<file path="src/rtl/micro_arb_v.sv">
// micro_arb_v: round-robin arbiter sharing a 4-input code mux, with a registered select/enable and a registered captured code.
module micro_arb_v #(
  parameter int WIDTH       = 8,
  parameter int HOLD_CYCLES = 4
) (
  input  logic             i_clk,
  input  logic             i_rst_n,
  input  logic [3:0]       i_req,
  input  logic [WIDTH-1:0] i_code_0,
  input  logic [WIDTH-1:0] i_code_1,
  input  logic [WIDTH-1:0] i_code_2,
  input  logic [WIDTH-1:0] i_code_3,
  output logic [3:0]       o_gnt,
  output logic [1:0]       o_sel_code,
  output logic             o_en,
  output logic [WIDTH-1:0] o_code,
  output logic             o_valid
);
  typedef enum logic {IDLE, GRANT} state_t;
  localparam logic [7:0] CNT_MAX = 8'(HOLD_CYCLES - 1);
  state_t state, state_nx;
  logic [1:0] last, last_nx, sel_nx, win, idx;
  logic [7:0] cnt, cnt_nx;
  logic [3:0] gnt_nx;
  logic en_nx, found, hold;
  logic [WIDTH-1:0] mux_code;
  // last always equals the current owner while granted, so one search from last+1 serves both states
  always_comb begin
    found = 1'b0;
    win = last;
    idx = last;
    for (int k = 1; k <= 4; k++) begin
      idx = last + 2'(k);
      if (!found && i_req[idx]) begin
        found = 1'b1;
        win = idx;
      end
    end
  end
  always_comb begin
    state_nx = state;
    gnt_nx = o_gnt;
    sel_nx = o_sel_code;
    en_nx = o_en;
    cnt_nx = cnt;
    last_nx = last;
    hold = state == GRANT && i_req[o_sel_code] && cnt < CNT_MAX;
    if (hold) begin
      cnt_nx = cnt + 8'd1;
    end else if (found) begin
      state_nx = GRANT;
      gnt_nx = 4'b0001 << win;
      sel_nx = win;
      en_nx = 1'b1;
      cnt_nx = 8'd0;
      last_nx = win;
    end else begin
      state_nx = IDLE;
      gnt_nx = 4'b0000;
      en_nx = 1'b0;
      cnt_nx = 8'd0;
    end
  end
  always_comb
    mux_code = o_sel_code == 2'd0 ? i_code_0 :
               o_sel_code == 2'd1 ? i_code_1 :
               o_sel_code == 2'd2 ? i_code_2 : i_code_3;
  always_ff @(posedge i_clk or negedge i_rst_n) begin
    if (!i_rst_n) begin
      state <= IDLE;
      o_gnt <= 4'b0000;
      o_sel_code <= 2'b00;
      o_en <= 1'b0;
      o_code <= '0;
      o_valid <= 1'b0;
      cnt <= 8'd0;
      last <= 2'd3;
    end else begin
      state <= state_nx;
      o_gnt <= gnt_nx;
      o_sel_code <= sel_nx;
      o_en <= en_nx;
      o_code <= o_en ? mux_code : '0;
      o_valid <= o_en;
      cnt <= cnt_nx;
      last <= last_nx;
    end
  end
endmodule

</file>
<file path="config.mk">
export PLATFORM = sky130hd
export DESIGN_NAME = micro_arb_v
export DESIGN_NICKNAME = d
export VERILOG_FILES = /design/src/rtl/micro_arb_v.sv
export SDC_FILE = /design/constraint.sdc
export NUM_CORES = 1
export LEC_CHECK = 0
export ABC_CLOCK_PERIOD_IN_PS = 2100
export CORE_UTILIZATION = 41
export DETAILED_ROUTE_END_ITERATION = 6
export GPL_ROUTABILITY_DRIVEN = 0
export HOLD_SLACK_MARGIN = 0.02
export MAX_ROUTING_LAYER = met4
export PLACE_DENSITY = 0.89
export SYNTH_ARGS = -nofsm -noshare
export SYNTH_HDL_FRONTEND = slang
export SYNTH_SLANG_ARGS = --single-unit
</file>
<file path="constraint.sdc">
create_clock -name i_clk -period 2.1 [get_ports i_clk]
set_input_delay 0.21 -clock i_clk [delete_from_list [all_inputs] [get_ports i_clk]]
set_output_delay 0.21 -clock i_clk [all_outputs]
set_load 0.01 [all_outputs]
</file>
Word-level counts from Yosys, hierarchy flattened

Index checks and enable logic that the tools add are counted.

Register bits: 26
Bits of input ports: 38
Output and inout bits: 16
Logic and storage cells: 56

Add/sub/neg operators: 4
$lt $le $gt $ge: 6
Equal/unequal tests: 2
Shifts and indexed selects: 1
Muxes and demuxes: 25
Bitwise gates (word level): 1
Reduce and logical (&&, ||, !) cells: 10

Operators by type and width:

| kind                                                 | number |
|---|---|
| two-way mux 8 bit                                    | 5 |
| < comparator 2 x 3 -> 1 bit (second input constant)  | 5 |
| binary-select mux 1 bit (select 2 bit)               | 5 |
| two-way mux 1 bit                                    | 10 |
| adder 8 x 1 -> 8 bit (second input constant)         | 1 |
| < comparator 8 x 2 -> 1 bit (second input constant)  | 1 |
| two-way mux 2 bit                                    | 4 |
| logical AND 1 bit                                    | 5 |
| adder 2 bit (second input constant)                  | 2 |
| two-way mux 4 bit                                    | 1 |
| left shift 1 x 2 -> 4 bit (first input constant)     | 1 |
| logical NOT 1 bit                                    | 3 |
| adder 2 x 1 -> 2 bit (second input constant)         | 1 |
| equality test 2 x 1 -> 1 bit (second input constant) | 1 |
| equality test 2 bit (second input constant)          | 1 |
| logical NOT 2 bit                                    | 1 |
| AND reduction 2 bit                                  | 1 |
| NOT 1 bit                                            | 1 |

Logic depth before layout (Yosys ltp)

Depth in word-level cells: 15
Depth in mapped cells: 6
Depth with buffers taken out: 5

Worst setup path before layout

No wires, ideal clock.

Kind: register to register
Start point: reg o_sel_code[0]
End point: reg o_gnt[2]
Setup time: 0.066 ns
Data arrival time: 1.830 ns
Data required time: 2.034 ns
Path slack: 0.204 ns
Cell stages (with the launch flop): 7
Path buffers: 2
Period minus slack after synthesis: 1.896 ns
Cells stage by stage: dfrtp_1 > buf_6 > mux4_2 > and3_4 > buf_6 > a2111oi_4 > a22o_1

Word-level cells in the longest chain between the ends: 4

RTL lines:

| item                                    | RTL line | RTL |
|---|---|---|
| from (decl)                             | 14       | `output logic [1:0] o_sel_code,` |
| from (signal assigned)                  | 81       | `o_sel_code <= sel_nx;` |
| binary-select mux 1 bit (select 2 bit)  | 47       | `hold = state == GRANT && i_req[o_sel_code] && cnt < CNT_MAX;` |
| two-way mux 1 bit (not written as such) | 47       |  |
| logical AND 1 bit (2 in a row)          | 47       |  |
| to (signal assigned)                    | 80       | `o_gnt <= gnt_nx;` |
| to (decl)                               | 13       | `output logic [3:0] o_gnt,` |

No other way between the ends. The select of a mux whose other input is x is not followed.
A chain may end at the register's enable or synchronous reset.

Worst setup path after layout

Start point: reg cnt[0]
End point: reg o_sel_code[0]

Word-level cells in the longest chain between the ends: 4

RTL lines:

| item                                 | RTL line | RTL |
|---|---|---|
| from (decl)                          | 23       | `logic [7:0] cnt, cnt_nx;` |
| from (signal assigned)               | 85       | `cnt <= cnt_nx;` |
| < comparator 8 x 2 -> 1 bit          | 47       |  |
| logical AND 1 bit                    | 47       |  |
| NOT 1 bit (no source line)           | --       |  |
| AND reduction 2 bit (no source line) | --       |  |

No other way between the ends.

==> impl_metrics.toml <==
[routing]
detail_route.vias_per_cell = 5.23
drtPass1Iterations = 6
detail-route-antenna-nets = 0
routed_length_per_instance_um = 14.6
detailroute.via_count = 958
remaining_drc_errors = 3
drt_wl_total_um = 2670
drt_iter0_drc = 56

[finish]
n_antenna_cell = 0
final_common_cell = "sky130_fd_sc_hd__clkdlybuf4s50_1"
layout_common_cells = "sky130_fd_sc_hd__clkdlybuf4s50_1, sky130_fd_sc_hd__dfrtp_1, sky130_fd_sc_hd__and2_1, sky130_fd_sc_hd__mux4_1"
area_delta_synth_final_pct = 51.2
layout-drive-gt1-share_pct = 12.5
nNetsFinal = 192
design_area_mm2 = 0.00190

[synthesis]
combinational_family_with_the_most_area_after_synthesis = "multiplexers"
synth-seq-cells = 26
synth_flop_cell = "sky130_fd_sc_hd__dfrtp_1"
synth_fa_ha_area_share_pct = 0.996
synth_xor_xnor_area_share_pct = 0
syn_avg_cell_area_um2 = 14.4
synth_warnings = 0
post_synth_simple_gate_area_pct = 12.5
synth-edff-count = 0
netlist_instances = 87
netlist_area_mm2 = 0.00126
synth.yosys.seq_area_share_pct = 52.0
synth_mux_area_share_pct = 20.2
yosysUniqueCellTypes = 30
synth_compound_gate_area_share_pct = 11.3
async_flop_share_pct = 100

[setup_path]
r2r-start = "cnt[0]"
crit_type = "reg -> reg"
critical_path.cell_chain = "ha_1, nor4b_1, and3_4, nand2b_4, mux2_2"
critPathRequiredTime_ps = 2320
crit_path_max_fanout = 10
worst_setup_path_end_kind = "register"
slowest_stage_cell_cp = "sky130_fd_sc_hd__dfrtp_1"
timing.reg2reg.setup_slack_ps = 240
critPathLaunchType = "register"
crit-reg2reg-capture = "o_sel_code[0]"
worstPathArrival_ps = 2080
timing.critical_path.slowest_cell_delay_ps = 420
worst_r2r_path_depth = 5

[sta]
fmax_ghz = 0.537
hold_viol_final = 0
grt_setup_unrepaired = "false"
finalClockSkew_ps = 7.08
hold_slack_ps = 234
setup_violations = 0
period_needed_ps = 1860
timing.final.crit_share_pct = 88.7
setup_tns_ps = 0
slew_viol_final = 0

[min_path]
min_path_type = "in -> async"

[floorplan]
fp.dieArea_mm2 = 0.00329
die_x_um = 57.4
design.portCount = 54
placeableCoreArea_mm2 = 0.00283
std_cell_rows = 19
vertical_extent_of_the_die_um = 57.4
effective_utilization_at_floorplan_pct = 44.4

[global_route]
gr-usage-met3_pct = 1.81
grt_peak_use_layer = "met2"
antenna_found_initial = 0
number_of_global_route_vias_before_repair = 983
globalRouteOverflowTotal = 0
use_met1_pct = 24.5
met2_usage_pct = 29.1
grt_pass1_wl_um = 4490
grt_start_max_net_pins = 27
grt_use_total_pct = 19.0

[cts]
clk_pin_slew_worst_paths_ps = 130
cts_max_level = 1
post_cts.resized_instances = 0
clk-insertion-delay-late_ps = 310
clock_buffer_depth = 2
post_cts_setup_buffer_count = 0
tritoncts = "built"
numCtsBuffers = 3
clk_root_buffer_cell = "sky130_fd_sc_hd__clkbuf_4"
postCtsHoldBufs = 0
cts.sinks = 26

[job]
drv.max_cap_violation_count = 0

[placement]
place.detailed.hpwl_um = 2160
port-buffer-count = 53
placed_cell_area_mm2 = 0.00186

[pwr]
power.ir.vdd_worst_v = 0.000568
sw_frac_of_total_pct = 30.1
pwr_density_cell_mw_per_mm2 = 1010
total_switching_power_w = 0.000577
static-leakage-power_nw = 0.809
power.clock.fraction_pct = 12.6
pwr-share-comb_pct = 47.8
cellInternalPower_w = 0.00134
power.sequential.fraction_pct = 39.5

[outcome]
failing_checks = "design-rule violations"
run_status = "finished, violations left"
[flip-flops by register name (all words and copies together), names as in the netlist]
name,count
last,2
o_gnt,4
o_sel_code,2
o_code,8
cnt,8
state,1
o_valid,1
[power by group through the flow]
stage	Clock [W]	Combinational, W	Sequential (W)
floorplan	0	0.000437	0.000817
global placement	0	0.000897	0.000764
detailed placement	0	0.000920	0.000771
CTS	0.000252	0.000924	0.000761
global route	0.000270	0.000986	0.000781
finish	0.000242	0.000918	0.000759
[layer usage]
metal  wire length [um]  share of wire, %
met5                  0                 0
met4                 93               3.5
met3                159               6.0
met2               1290                48
met1               1130                42
[metrics by stage]
step,power [W],setup WS [ps],utilization (%),std cells
2_1_floorplan,0.00125,204,-,92
3_3_place_gp,0.00166,121,65.9,179
3_5_place_dp,0.00169,-0.911,65.9,179
4_1_cts,0.00194,221,67.1,183
5_1_grt,0.00204,124,67.1,183
6_report,0.00192,238,67.1,183
[worst max-delay path, delay by kind of cell (launching register included)]
kind / cells / cell delay, ps
multiplexers: 1 / 340
AND/OR/NAND/NOR: 3 / 810
adder cells (fa/ha/maj): 1 / 200
flip-flops: 1 / 420
[final cells by class]
class | instances | area (um2)
Sequential cell | 26 | 653
Inverter | 2 | 7.51
Multi-Input combinational cell | 61 | 588
Tap cell | 31 | 38.8
Fill cell | 213 | 930
Timing Repair Buffer | 59 | 576
Clock buffer | 4 | 36.3
[worst max-delay path by stage]
| stage | startpoint | endpoint | slack, ps | cells past startpoint |
|---|---|---|---|---|
| finish | cnt[0] | o_sel_code[0] | 240 | 5 |
| global route | cnt[0] | o_sel_code[0] | 120 | 5 |
| CTS | cnt[0] | o_sel_code[0] | 220 | 5 |
| detailed placement | i_req[2] | o_gnt[2] | -0.9 | 5 |
| global placement | i_req[2] | o_gnt[3] | 120 | 5 |
| floorplan | o_sel_code[0] | o_gnt[2] | 200 | 6 |
[cell usage after synthesis (2+ instances only)]
library cell,number,share of area (%)
sky130_fd_sc_hd__dfrtp_1,24,48
sky130_fd_sc_hd__and2_1,10,5.0
sky130_fd_sc_hd__mux4_1,8,17
sky130_fd_sc_hd__nand2_1,5,1.5
sky130_fd_sc_hd__o21ai_0,5,2.0
sky130_fd_sc_hd__a21oi_1,4,1.6
sky130_fd_sc_hd__nand2b_1,3,1.5
sky130_fd_sc_hd__a21o_2,2,1.4
sky130_fd_sc_hd__a22o_1,2,1.4
sky130_fd_sc_hd__buf_6,2,1.8
sky130_fd_sc_hd__dfstp_2,2,4.2
sky130_fd_sc_hd__inv_1,2,0.60
[kinds of logic after synthesis]
family                     count (synthesis)
other                                      1
muxes                                     11
adders and majority gates                  1
buffers and inverters                      5
DFF                                       26
and+or+nand+nor                           25
AOI/OAI and AO/OA                         18
Note: power is estimated with default switching activity, not from simulation.
